`config.mk`:
```
export PLATFORM = sky130hd
export DESIGN_NAME = pipe_hazard_ctrl
export DESIGN_NICKNAME = d
export VERILOG_FILES = /design/src/rtl/pipe_hazard_ctrl.sv
export SDC_FILE = /design/constraint.sdc
export NUM_CORES = 1
export LEC_CHECK = 0
export CAP_MARGIN = 40
export CORE_AREA = 2 2 75 84
export CTS_BUF_LIST = sky130_fd_sc_hd__clkbuf_8
export DETAILED_ROUTE_END_ITERATION = 10
export DIE_AREA = 0 0 77 86
export GPL_TIMING_DRIVEN = 0
export MAX_ROUTING_LAYER = met4
export PLACE_DENSITY = 0.68
export RECOVER_POWER = 50
export SYNTH_ARGS = -nofsm -noshare
export SYNTH_HDL_FRONTEND = slang
export SYNTH_SLANG_ARGS = --single-unit
```
`constraint.sdc`:
```
create_clock -name clk -period 2.05 [get_ports clk]
set_input_delay 0.205 -clock clk [delete_from_list [all_inputs] [get_ports clk]]
set_output_delay 0.205 -clock clk [all_outputs]
set_load 0.03 [all_outputs]
```
`src/rtl/pipe_hazard_ctrl.sv`:
```
// Pipeline sequencer for the 5-stage core: per-stage valid/flush control, load-use and
// memory-wait stalls, redirect flushes, a debug halt/drain FSM and saturating perf counters.
module pipe_hazard_ctrl #(
  parameter int unsigned DRAIN_CYC = 4,
  parameter int unsigned CNT_W     = 16
) (
  input  logic             clk,
  input  logic             reset,
  input  logic [4:0]       id_rs1,
  input  logic [4:0]       id_rs2,
  input  logic             id_uses_rs1,
  input  logic             id_uses_rs2,
  input  logic             ex_mem_read,
  input  logic [4:0]       ex_rd,
  input  logic             ex_redirect,
  input  logic             mem_req,
  input  logic             mem_ready,
  input  logic             halt_req,
  input  logic             cnt_clr,
  output logic             pc_valid,
  output logic             if_id_valid,
  output logic             id_ex_valid,
  output logic             ex_mem_valid,
  output logic             mem_wb_valid,
  output logic             if_id_flush,
  output logic             id_ex_flush,
  output logic             ex_mem_flush,
  output logic             mem_wb_flush,
  output logic             halt_ack,
  output logic [CNT_W-1:0] stall_cnt,
  output logic [CNT_W-1:0] flush_cnt
);

  localparam int unsigned DW = $clog2(DRAIN_CYC + 1);

  typedef enum logic [1:0] {StRun, StDrain, StHalted} state_e;

  state_e          state_q, state_d;
  logic [DW-1:0]   drain_q, drain_d;
  logic            halt_ack_q;
  logic [CNT_W-1:0] stall_q, flush_q;

  logic stall_mem, load_use, drain_dec, stall_inc, flush_inc;

  assign stall_mem = mem_req & ~mem_ready;
  assign load_use  = ex_mem_read & (ex_rd != 5'd0) &
                     ((id_uses_rs1 & (id_rs1 == ex_rd)) | (id_uses_rs2 & (id_rs2 == ex_rd)));
  assign drain_dec = (state_q == StDrain) & ~stall_mem & ~load_use;

  // State register
  always_ff @(posedge clk or posedge reset) begin
    if (reset) begin
      state_q    <= StRun;
      drain_q    <= DW'(DRAIN_CYC);
      halt_ack_q <= 1'b0;
    end else begin
      state_q    <= state_d;
      drain_q    <= drain_d;
      halt_ack_q <= (state_d == StHalted);
    end
  end

  // Next-state logic
  always_comb begin
    state_d = state_q;
    drain_d = drain_q;
    case (state_q)
      StRun: begin
        if (halt_req && !stall_mem) state_d = StDrain;
      end
      StDrain: begin
        if (!halt_req) begin
          state_d = StRun;
          drain_d = DW'(DRAIN_CYC);
        end else if (drain_dec) begin
          if (drain_q == DW'(1)) begin
            state_d = StHalted;
            drain_d = DW'(DRAIN_CYC);
          end else begin
            drain_d = drain_q - DW'(1);
          end
        end
      end
      StHalted: begin
        if (!halt_req) state_d = StRun;
      end
      default: state_d = StRun;
    endcase
  end

  // Output logic; everything forced low while reset is asserted
  always_comb begin
    pc_valid     = 1'b0;
    if_id_valid  = 1'b0;
    id_ex_valid  = 1'b0;
    ex_mem_valid = 1'b0;
    mem_wb_valid = 1'b0;
    if_id_flush  = 1'b0;
    id_ex_flush  = 1'b0;
    ex_mem_flush = 1'b0;
    mem_wb_flush = 1'b0;
    if (!reset) begin
      case (state_q)
        StRun, StDrain: begin
          if (stall_mem) begin
            mem_wb_flush = 1'b1;
          end else if (ex_redirect) begin
            pc_valid     = 1'b1;
            if_id_flush  = 1'b1;
            id_ex_flush  = 1'b1;
            ex_mem_valid = 1'b1;
            mem_wb_valid = 1'b1;
          end else if (load_use) begin
            id_ex_flush  = 1'b1;
            ex_mem_valid = 1'b1;
            mem_wb_valid = 1'b1;
          end else if (state_q == StRun) begin
            pc_valid     = 1'b1;
            if_id_valid  = 1'b1;
            id_ex_valid  = 1'b1;
            ex_mem_valid = 1'b1;
            mem_wb_valid = 1'b1;
          end else begin
            // Stop fetching and bubble IF/ID so only older instructions retire
            if_id_flush  = 1'b1;
            id_ex_valid  = 1'b1;
            ex_mem_valid = 1'b1;
            mem_wb_valid = 1'b1;
          end
        end
        StHalted: mem_wb_flush = 1'b1;
        default: ;
      endcase
    end
  end

  assign stall_inc = (state_q == StRun) & ~pc_valid;
  assign flush_inc = (state_q != StHalted) & ~stall_mem & ex_redirect;

  always_ff @(posedge clk or posedge reset) begin
    if (reset) begin
      stall_q <= '0;
      flush_q <= '0;
    end else if (cnt_clr) begin
      stall_q <= '0;
      flush_q <= '0;
    end else begin
      if (stall_inc && (stall_q != '1)) stall_q <= stall_q + 1'b1;
      if (flush_inc && (flush_q != '1)) flush_q <= flush_q + 1'b1;
    end
  end

  assign halt_ack  = halt_ack_q;
  assign stall_cnt = stall_q;
  assign flush_cnt = flush_q;

endmodule

```
==> impl_metrics.env <==
export IMPL_status="finished clean"
export IMPL_cts_root_buf="clkbuf_8"
export IMPL_synthCells=254
export IMPL_slew_headroom=0.4946
export IMPL_slowest_stage="dfrtp_1"
export IMPL_portBuffers=65
export IMPL_p_per_area_nw_per_um2=602.2
export IMPL_p_leak_uw=0.001332
export IMPL_synthTopCellsByArea="dfrtp_1 (41%), xnor2_1 (8.6%), nor2_1 (5.4%)"
export IMPL_clock_sinks=38
export IMPL_drt_initial_drc_count=147
export IMPL_ys_async_sr_fraction=1.000
export IMPL_path_max_fanout=10
export IMPL_synth_edf_count=0
export IMPL_diodes=0
export IMPL_crit_type="flip-flop to flip-flop"
export IMPL_syn_area_um2=2242
export IMPL_end_kind="flip-flop"
export IMPL_synthTopCellsByCount="dfrtp_1 (37), nor2_1 (32), xnor2_1 (22)"
export IMPL_synth_top_area_frac=0.4129
export IMPL_path_depth=8
export IMPL_clk_latency_ns=0.30
export IMPL_avgSynthCellArea_um2=8.827
export IMPL_fillers=549
export IMPL_reg2reg_depth=8
export IMPL_ys_warn_count=0
export IMPL_dieHeight_um=86
export IMPL_fin_crit_ns=2.018
export IMPL_cp_cell_sequence="nand4_1 -> nor4_4 -> a311oi_2 -> a21oi_2 -> buf_6 -> buf_8 -> mux2i_1 -> nor2_1"
export IMPL_synth_area_leader_cell="dfrtp_1"
export IMPL_synth_nets=283
export IMPL_worst_clock_skew_ns=0.01295
export IMPL_drt_vias_per_instance=5.200
export IMPL_maxCapViolCount=0
export IMPL_gp_congestion=0.8100
export IMPL_rsz0062_at_grt="yes"
export IMPL_rows=29
export IMPL_post_dp_cell_area_um2=3010
export IMPL_crit_family="simple AND/OR/NAND/NOR gates"
export IMPL_ir_drop_mv=0.5511
export IMPL_cts_buffers=5
export IMPL_wl_per_cell_um=13.88
export IMPL_slowest_delay_ns=0.42
export IMPL_crit_path_start="stall_cnt[7]"
export IMPL_clock_fmax_mhz=495.6
export IMPL_overflow=0
export IMPL_ys_types=44
export IMPL_die_w_um=77
export IMPL_tightest_slew_ns=0.7581
export IMPL_ctsHoldBuffers=0
export IMPL_fin_area_um2=3236
export IMPL_grt_max_degree=31
export IMPL_dp_hpwl_um=4078
export IMPL_synth_ff_type="dfrtp_1"
export IMPL_critPathBufInv=2
export IMPL_initial_core_util=0.3911
export IMPL_rr_startpoint="stall_cnt[7]"
export IMPL_io_pin_count=67
export IMPL_first_pass_iters=4
export IMPL_grt_usage=0.1793
export IMPL_p_total_uw=1949
export IMPL_clkTransAtPathRegs_ns=0.08
export IMPL_cts_tree="yes"
export IMPL_wirelength_um=5690
export IMPL_remaining_drc_errors=0
export IMPL_clock_path_buffers=2
export IMPL_cp_start_kind="flip-flop"
export IMPL_fp_dieArea_um2=6622
export IMPL_hold_class="primary input to async pin"
export IMPL_fin_crit_sh=0.9842
export IMPL_seq_area_frac_synth=0.4247
export IMPL_ys_ff_latch=38
export IMPL_core_um2=5733
export IMPL_syn_to_final_growth_pct=44.31
export IMPL_htree_num_levels=2
export IMPL_drive_above_1_share=0.1381
export IMPL_ant_nets=0
export IMPL_grt_pass1_wl_um=9384
export IMPL_arrival_ns=2.17
export IMPL_yosysMostFrequentCell="dfrtp_1"
export IMPL_slew_viol_final=0
export IMPL_num_vias=2132
export IMPL_hold_viol=0
export IMPL_timing_setup_tns_ns=0
export IMPL_antenna_found_initial=0
export IMPL_cp_required_ns=2.20
export IMPL_finalSetupViolations=0
export IMPL_grt_pass1_vias=1975
export IMPL_nets=361
per-layer routing:
metal  track usage  routed length, um  up-vias
li1              -                  -     1047
met1        0.2169               2557     1014
met2        0.2927               2711       63
met3       0.04842                346        8
met4       0.05844                 74        0
met5             -                  0        -
through the flow:
stage | util | worst slack [ns] | hold slack, ns | cells
finish | 0.5644 | 0.03243 | 0.3605 | 410
global route | 0.5644 | -0.06043 | 0.3869 | 410
CTS | 0.5533 | -0.003136 | 0.1959 | 405
detailed placement | 0.5251 | -0.6990 | 0.4828 | 397
global placement | 0.5216 | -0.6894 | 0.4728 | 396
floorplan | - | 0.00003975 | 0.2681 | 254
sequential cells by signal, summed over array words and instances, names as in the netlist:
register   cells
flush_cnt     16
stall_cnt     16
drain_q        3
state_q        2
halt_ack       1
report_power, final:
group          internal, uW  total, uW  switching (uW)
logic                   158        351             193
clock network           519        788             269
registers               783        809            26.6
total                  1460       1950             489
cell families after synthesis:
| group | synth area share |
|---|---|
| other | 0.001673 |
| buffers and inverters | 0.04910 |
| and+or+nand+nor | 0.2534 |
| xor gates and xnor gates | 0.09375 |
| AOI/OAI and AO/OA | 0.1462 |
| adders and majority gates | 0.02232 |
| DFF | 0.4247 |
| muxes | 0.008929 |
timing repair:
item | CTS | global route
endpoints found under the setup margin | 27 | 24
endpoints found under the hold margin | 0 | 0
gates resized for setup | 41 | 17
buffers inserted | 0 | 6
cloned | 0 | 0
pin swaps | 1 | 4
cell type report:
cell class              count  area, um^2  area share
plain buffers               8       57.56     0.01779
inverters                  14       52.55     0.01624
clock inverters             2       60.06     0.01856
clock buffers               6       82.58     0.02552
flip-flops and latches     38       953.4      0.2947
well taps                  77       96.34     0.02978
multi-input cells         194        1256      0.3882
repair buffers             71       676.9      0.2092
worst reg2reg max path: stages, from the launching register on:
cell      delay (ns)
dfrtp_1         0.42
nand4_1         0.22
nor4_4          0.33
a311oi_2        0.15
a21oi_2         0.21
buf_6           0.17
buf_8           0.14
mux2i_1         0.18
nor2_1          0.06
final timing paths:
check	end	slack, ns
min reg2reg	drain_q[1]	0.50
max reg2reg	stall_cnt[1]	0.03
max	stall_cnt[1]	0.03
min	stall_cnt[8]	0.36
min in group clk	drain_q[1]	0.50
max in group asynchronous	stall_cnt[0]	0.58
placed cells by master (no fill, tap or decap), types with 3 or more instances in the layout:
cell type        netlist  layout
dfrtp_1               37      36
clkbuf_1               3       3
o21ai_1               13      14
and4_1                 3       3
ha_1                   4       4
nor2_1                32      31
buf_4                  2      11
clkbuf_8               0       6
and3_1                 6       6
nand2_1               12      11
dlygate4sd2_1          0       3
a21oi_1               21      18
dlygate4sd3_1          0      13
or3_1                 17      17
o21ai_0                5       4
inv_1                 13      12
a21oi_2                2       5
clkdlybuf4s50_1        0      39
dlymetal6s2s_1         0       3
nand3_1               14      14
nor3_1                 5       5
nand4_1                8       8
xnor2_1               22      22
(Power assumes the default switching activity.)
